--- src/rtl/bp_be_fp_wb_arbiter.sv ---
// FP register-file writeback arbiter: picks one of FMA / FDIV / load per cycle,
// registers the write, tracks pending destinations and accumulates fflags.
module bp_be_fp_wb_arbiter #(
  parameter int reg_addr_width_p = 5,
  parameter int dword_width_p    = 64,
  parameter int starve_limit_p   = 4
) (
  input  logic                        clk_i,
  input  logic                        reset_n_i,
  input  logic                        issue_v_i,
  input  logic [reg_addr_width_p-1:0] issue_rd_i,
  input  logic                        flush_i,
  input  logic [reg_addr_width_p-1:0] rs1_addr_i,
  input  logic [reg_addr_width_p-1:0] rs2_addr_i,
  input  logic [reg_addr_width_p-1:0] rs3_addr_i,
  output logic                        rs1_busy_o,
  output logic                        rs2_busy_o,
  output logic                        rs3_busy_o,
  input  logic                        fma_v_i,
  input  logic [reg_addr_width_p-1:0] fma_rd_i,
  input  logic [dword_width_p-1:0]    fma_data_i,
  input  logic [4:0]                  fma_fflags_i,
  input  logic                        fdiv_v_i,
  output logic                        fdiv_ready_o,
  input  logic [reg_addr_width_p-1:0] fdiv_rd_i,
  input  logic [dword_width_p-1:0]    fdiv_data_i,
  input  logic [4:0]                  fdiv_fflags_i,
  input  logic                        ld_v_i,
  output logic                        ld_ready_o,
  input  logic [reg_addr_width_p-1:0] ld_rd_i,
  input  logic [dword_width_p-1:0]    ld_data_i,
  output logic                        rd_w_v_o,
  output logic [reg_addr_width_p-1:0] rd_addr_o,
  output logic [dword_width_p-1:0]    rd_data_o,
  output logic [4:0]                  fflags_o,
  input  logic                        fflags_clr_i
);

  localparam int num_regs_lp = 1 << reg_addr_width_p;
  localparam int cnt_w_lp    = $clog2(starve_limit_p + 1);
  localparam logic [cnt_w_lp-1:0] starve_limit_lp = cnt_w_lp'(starve_limit_p);

  logic [cnt_w_lp-1:0]         starve_cnt_r, starve_cnt_nxt_s;
  logic                        starved_s;
  logic                        fdiv_grant_s, ld_grant_s, any_grant_s;
  logic [reg_addr_width_p-1:0] win_rd_s;
  logic [dword_width_p-1:0]    win_data_s;
  logic [4:0]                  win_fflags_s;
  logic [num_regs_lp-1:0]      pending_r, pending_nxt_s;
  logic                        rd_w_v_r;
  logic [reg_addr_width_p-1:0] rd_addr_r;
  logic [dword_width_p-1:0]    rd_data_r;
  logic [4:0]                  fflags_r;

  // FMA never stalls; once FDIV has been blocked long enough it outranks loads.
  assign starved_s    = (starve_cnt_r == starve_limit_lp);
  assign ld_ready_o   = ~fma_v_i & ~(starved_s & fdiv_v_i);
  assign fdiv_ready_o = ~fma_v_i & (starved_s | ~ld_v_i);
  assign fdiv_grant_s = fdiv_v_i & fdiv_ready_o;
  assign ld_grant_s   = ld_v_i & ld_ready_o;
  assign any_grant_s  = fma_v_i | fdiv_grant_s | ld_grant_s;

  // winner selection
  always_comb begin
    win_rd_s     = {reg_addr_width_p{1'b0}};
    win_data_s   = {dword_width_p{1'b0}};
    win_fflags_s = 5'b00000;
    if (fma_v_i) begin
      win_rd_s     = fma_rd_i;
      win_data_s   = fma_data_i;
      win_fflags_s = fma_fflags_i;
    end else if (fdiv_grant_s) begin
      win_rd_s     = fdiv_rd_i;
      win_data_s   = fdiv_data_i;
      win_fflags_s = fdiv_fflags_i;
    end else if (ld_grant_s) begin
      win_rd_s     = ld_rd_i;
      win_data_s   = ld_data_i;
      win_fflags_s = 5'b00000;
    end else begin
      win_fflags_s = 5'b00000;
    end
  end

  // starve counter next state
  always_comb begin
    starve_cnt_nxt_s = starve_cnt_r;
    if (!fdiv_v_i || fdiv_grant_s) begin
      starve_cnt_nxt_s = {cnt_w_lp{1'b0}};
    end else if (starve_cnt_r != starve_limit_lp) begin
      starve_cnt_nxt_s = starve_cnt_r + cnt_w_lp'(1);
    end else begin
      starve_cnt_nxt_s = starve_cnt_r;
    end
  end

  // scoreboard next state: issue beats a same-cycle retire, flush beats everything
  always_comb begin
    pending_nxt_s = pending_r;
    if (rd_w_v_r) begin
      pending_nxt_s[rd_addr_r] = 1'b0;
    end else begin
      pending_nxt_s = pending_r;
    end
    if (issue_v_i) begin
      pending_nxt_s[issue_rd_i] = 1'b1;
    end else begin
      pending_nxt_s = pending_nxt_s;
    end
    if (flush_i) begin
      pending_nxt_s = {num_regs_lp{1'b0}};
    end else begin
      pending_nxt_s = pending_nxt_s;
    end
  end

  // state and output registers
  always_ff @(posedge clk_i or negedge reset_n_i) begin
    if (!reset_n_i) begin
      starve_cnt_r <= {cnt_w_lp{1'b0}};
      pending_r    <= {num_regs_lp{1'b0}};
      rd_w_v_r     <= 1'b0;
      rd_addr_r    <= {reg_addr_width_p{1'b0}};
      rd_data_r    <= {dword_width_p{1'b0}};
      fflags_r     <= 5'b00000;
    end else begin
      starve_cnt_r <= starve_cnt_nxt_s;
      pending_r    <= pending_nxt_s;
      rd_w_v_r     <= any_grant_s;
      if (any_grant_s) begin
        rd_addr_r <= win_rd_s;
        rd_data_r <= win_data_s;
      end
      fflags_r <= (fflags_clr_i ? 5'b00000 : fflags_r) | win_fflags_s;
    end
  end

  assign rd_w_v_o  = rd_w_v_r;
  assign rd_addr_o = rd_addr_r;
  assign rd_data_o = rd_data_r;
  assign fflags_o  = fflags_r;

  // the write in flight this cycle is forwarded by the regfile, so it is not a hazard
  assign rs1_busy_o = pending_r[rs1_addr_i] & ~(rd_w_v_r & (rd_addr_r == rs1_addr_i));
  assign rs2_busy_o = pending_r[rs2_addr_i] & ~(rd_w_v_r & (rd_addr_r == rs2_addr_i));
  assign rs3_busy_o = pending_r[rs3_addr_i] & ~(rd_w_v_r & (rd_addr_r == rs3_addr_i));

endmodule

--- config.mk ---
export PLATFORM = sky130hd
export DESIGN_NAME = bp_be_fp_wb_arbiter
export DESIGN_NICKNAME = d
export VERILOG_FILES = /design/src/rtl/bp_be_fp_wb_arbiter.sv
export SDC_FILE = /design/constraint.sdc
export NUM_CORES = 1
export LEC_CHECK = 0
export ABC_AREA = 1
export BUFFER_PORTS_ARGS = -buffer_cell sky130_fd_sc_hd__buf_4
export CORE_MARGIN = 3
export CORE_UTILIZATION = 30
export CTS_CLUSTER_DIAMETER = 150
export DETAILED_ROUTE_END_ITERATION = 10
export RECOVER_POWER = 100
export SKIP_CTS_REPAIR_TIMING = 1
export SYNTH_ARGS = -nofsm -noshare
export SYNTH_HDL_FRONTEND = slang
export SYNTH_SLANG_ARGS = --single-unit
export TNS_END_PERCENT = 1
--- constraint.sdc ---
create_clock -name clk_i -period 1.9 [get_ports clk_i]
set_input_delay 0.095 -clock clk_i [delete_from_list [all_inputs] [get_ports clk_i]]
set_output_delay 0.095 -clock clk_i [all_outputs]
set_load 0.03 [all_outputs]
======== After elaboration in Yosys (flattened, before gate mapping) ========
Cells that the tools add are included.
Widths: inputs -> output; s select.
word-level totals
  register bits ........................... 110
  input bits .............................. 245
  output and inout port bits .............. 80
cells by class
  add/subtract/negate cells ............... 1
  order comparisons ....................... 7
  equal/unequal tests ..................... 5
  muxes and demuxes ....................... 24
  bitwise logic cells ..................... 24
  reductions and logical operators ........ 5
operators by type and width
  operator             count
  $mux 64              3
  $mux 32              3
  $and 32x32->32       1
  $not 32->32          1
  $or 32x32->32        1
  $lt 5x6->1 const B   5
  $mux 5               6
  $bmux 1 s5           3
  $eq 5x5->1           3
  $and 1x1->1          11
  $demux 1 s5          2
  $ge 5x1->1 const B   2
  $mux 3               2
  $not 1->1            6
  $mux 1               5
  $or 5x5->5           1
  $add 3x1->3 const B  1
  $eq 3x3->1 const B   1
  $ne 3x3->1 const B   1
  $or 1x1->1           3
  $logic_and 1x1->1    2
  $reduce_bool 2->1    1
  $logic_not 1->1      1
  $logic_or 1x1->1     1

======== Logic depth before layout (Yosys ltp) ========
  word-level depth ........................ 10
  mapped depth ............................ 11
  mapped depth without buffers ............ 9

======== Worst setup path before layout ========
Ideal clock, no wire load.
  path type ............................... reg-to-output
  start point ............................. register rd_addr_r[2], in the netlist rd_addr_o[2]
  end point ............................... output rs2_busy_o
  arrival ................................. 1543 ps
  slack ................................... 262 ps
  stages on the path, launching flop included .. 8
  path through ............................ dfrtp_1 -> buf_2 -> inv_1 -> o22ai_1 -> nor2_1 -> nand3_1 -> nand2_1 -> nor2_1
on the way
  longest elaborated chain between the ends .. 4
ends and longest elaborated chain
  what                    line  text
  start, declared         51    logic [reg_addr_width_p-1:0] rd_addr_r;
  start signal, assigned  123   rd_addr_r <= {reg_addr_width_p{1'b0}};
  start signal, assigned  131   rd_addr_r <= win_rd_s;
  $eq 5x5->1              145   assign rs2_busy_o = pending_r[rs2_addr_i] & ~(rd_w_v_r & (rd_addr_r == rs2_addr_i));
  $and 1x1->1             145
  $not 1->1               145
  $and 1x1->1             145
  end, declared           17    output logic rs2_busy_o,
No other way between the ends.

======== Final worst setup path ========
  start point ............................. register rd_addr_r[4], in the netlist rd_addr_o[4]
  end point ............................... output rs2_busy_o
Same word-level chain as after synthesis.

==> results.json <==
{
  "grt_pass1_wl_um": 44500,
  "synth.distinct_cells": 26,
  "synth_seq_area_share": 0.425,
  "synth.most_common_cell": "nand2_1",
  "p_leak_nw": 5.25,
  "hpwlAfterDp_um": 22600,
  "skew_ns": 0.0148,
  "netSwitchingFraction": 0.353,
  "routedWlPerCell_um": 18.7,
  "cp.required_ns": 1.80,
  "dp_slack_ns": 0.275,
  "drt_first_iter_violations": 669,
  "critical_path_arrival_ns": 1.68,
  "finalNetCount": 1712,
  "synth_xor_area_frac": 0.00270,
  "clock-sinks": 110,
  "cap_violations": 0,
  "grtUsageTotal": 0.242,
  "power.switching_w": 0.00237,
  "cts_tree": "yes",
  "synth_edf_count": 0,
  "async_reset_ff_frac": 1.00,
  "start_util": 0.307,
  "via_per_inst": 5.09,
  "clock_latency_ns": 0.36,
  "hold_end": "rd_data_o[48]$_DFFE_PN0P_",
  "synth_top_family_by_area": "simple AND/OR/NAND/NOR gates",
  "area_growth_pct": 73.9,
  "dieArea_um2": 23400,
  "synthSimpleGateAreaFrac": 0.415,
  "finalCritPeriodShare": 0.932,
  "r2r_start": "starve_cnt_r[0]$_DFFE_PN0P_",
  "maxSlewViolCount": 0,
  "relSlewSlack": 0.0478,
  "cts_buffer_depth": 2,
  "syn_nets": 1195,
  "firstDrtPassIters": 5,
  "power.share.sequential": 0.396,
  "r2r_cells": 9,
  "p_int_w": 0.00435,
  "h-tree-depth": 3,
  "syn_area_per_cell_um2": 6.84,
  "tns_ns": 0,
  "worst_pin_slew_ns": 1.43,
  "peakVddDrop_mv": 0.437,
  "timing.hold.ws_ns": 0.00686,
  "clkSlewWorstSetupHoldPaths_ns": 0.08,
  "fin_area_um2": 11300,
  "outcome": "completed",
  "gp_congestion": 0.970,
  "criticalPathCategory": "reg2out",
  "drc_errors": 0,
  "cts_buffers": 9,
  "die_width_um": 153,
  "die_height_um": 153,
  "io_buffers": 324,
  "drt_wl_total_um": 32700,
  "yosys.area.top_type": "dfrtp_1",
  "core-area_um2": 21200,
  "synth-seq-cells": 110,
  "rows": 53,
  "place_area_um2": 9200,
  "synth_ff_type": "dfrtp_1",
  "setup_violations": 0,
  "synth.area.top_cells": "dfrtp_1 (42%), nand2_1 (25%), nand4_1 (6.7%), nand3_1 (6.3%), o21ai_0 (3.2%)",
  "hold_viol_final": 0,
  "yosysWarnings": 0,
  "hold_start": "fdiv_data_i[48]",
  "cp_max_fo": 7,
  "setup_slack_ns": 0.129,
  "finalCriticalPeriod_ns": 1.77,
  "gr-total-overflow": 0,
  "yosysTopAreaCellShare": 0.425,
  "grt_max_degree": 61,
  "dr_total_vias": 8889,
  "p_clk_frac": 0.282,
  "antenna_found_initial": 1,
  "p_per_area_nw_per_um2": 596,
  "fillers": 2030,
  "yosys.area_share.adder": 0.00386,
  "synth_area_um2": 6480,
  "final_antenna_net_count": 0,
  "share_comb_of_total_power": 0.322,
  "reg2reg_slack_ns": 0.18,
  "pin_count": 325,
  "fin_util": 0.533,
  "holdPathStages": 3,
  "fmax_ghz": 0.565,
  "hold_class": "in2reg",
  "synth_compound_area_frac": 0.0805,
  "synthTopCellsByCount": "nand2_1 (437), dfrtp_1 (110), nand3_1 (82)",
  "grt_pass1_vias": 7827,
  "cp-end-kind": "output pin",
  "synthMuxAreaShare": 0,
  "r2r_end": "rd_data_o[14]$_DFFE_PN0P_",
  "rsz0062_at_grt": "false",
  "syn_inst": 948,
  "cts_root_buf": "clkbuf_16",
  "drive_above_1_share": 0.200,
  "start_kind": "flip-flop"
}
[layout make-up]
class	count	area [µm²]	share of cell area
diodes	2	5.00	0.000444
flip-flops and latches	110	2750	0.244
clock inverters	6	53.8	0.00477
inverters	53	199	0.0176
repair buffers	555	4430	0.393
well taps	275	344	0.0305
clock buffers	9	225	0.0200
multi-input cells	736	3260	0.289
[worst max-delay path, stage by stage, from the launching register on]
cell	delay, ns
dfrtp_1	0.46
buf_4	0.21
o21ai_0	0.16
nor2_1	0.06
nand3_1	0.07
nand2_1	0.05
nor2_1	0.10
clkbuf_2	0.22
[stage by stage]
| step | total power (W) | cells |
|---|---|---|
| after floorplan | 0.00357 | 948 |
| after global placement | 0.00460 | 1518 |
| after detailed placement | 0.00460 | 1518 |
| after CTS | 0.00651 | 1533 |
| after global routing | 0.00701 | 1745 |
| final | 0.00672 | 1746 |
[registers in the layout, indices dropped and copies added (netlist names)]
register	flops
rd_w_v_o	1
rd_addr_o	5
pending_r	32
starve_cnt_r	3
fflags_o	5
rd_data_o	64
[per-layer routing]
| layer | vias up | share of wire | track usage |
|---|---|---|---|
| li1 | 4144 | - | - |
| met1 | 4160 | 0.39 | 0.307 |
| met2 | 498 | 0.49 | 0.407 |
| met3 | 87 | 0.081 | 0.0637 |
| met4 | 0 | 0.041 | 0.0700 |
| met5 | - | 0 | 0 |
[worst max path at each step]
stage	to	start	cells past startpoint	slack, ns
after global routing	rs3_busy_o	pending_r[2]$_DFF_PN0_	9	0.0006
after global placement	rd_data_o[18]$_DFFE_PN0P_	starve_cnt_r[0]$_DFFE_PN0P_	9	0.32
after CTS	rs1_busy_o	rd_addr_o[1]$_DFFE_PN0P_	7	0.1
after detailed placement	rd_data_o[58]$_DFFE_PN0P_	starve_cnt_r[0]$_DFFE_PN0P_	10	0.28
after floorplan	rs2_busy_o	rd_addr_o[2]$_DFFE_PN0P_	7	0.26
final	rs2_busy_o	rd_addr_o[4]$_DFFE_PN0P_	7	0.13
[cell families (layout without fill, tap and decap cells)]
group,after synthesis,after routing
AND/OR/NAND/NOR,634,634
flip-flops,110,110
buffers and inverters,102,623
AO/OA/AOI/OAI,98,98
adder cells (fa/ha/maj),2,2
XOR/XNOR,2,2
other,0,2
[cell usage in the layout (no fill, tap or decap), drive strengths merged]
master / n
nand2: 438
buf: 265
dlygate4sd3: 211
dfrtp: 110
clkbuf: 88
nand3: 82
nand4: 69
inv: 56
o21ai: 42
a21oi: 38
nor2: 35
o22ai: 11
nor3: 10
o211ai: 3
diode: 2
a22oi: 2
ha: 2
clkinv: 2
o21bai: 1
xor2: 1
xnor2: 1
a211oi: 1
clkinvlp: 1
[power by group through the flow]
stage / sequential [W] / combinational, W / clock (W)
final: 0.00266 / 0.00216 / 0.00189
after global placement: 0.00270 / 0.00190 / 0
after CTS: 0.00265 / 0.00191 / 0.00194
after floorplan: 0.00299 / 0.000583 / 0
after detailed placement: 0.00269 / 0.00191 / 0
after global routing: 0.00268 / 0.00231 / 0.00201
Note: power is estimated with default switching activity, not from simulation.
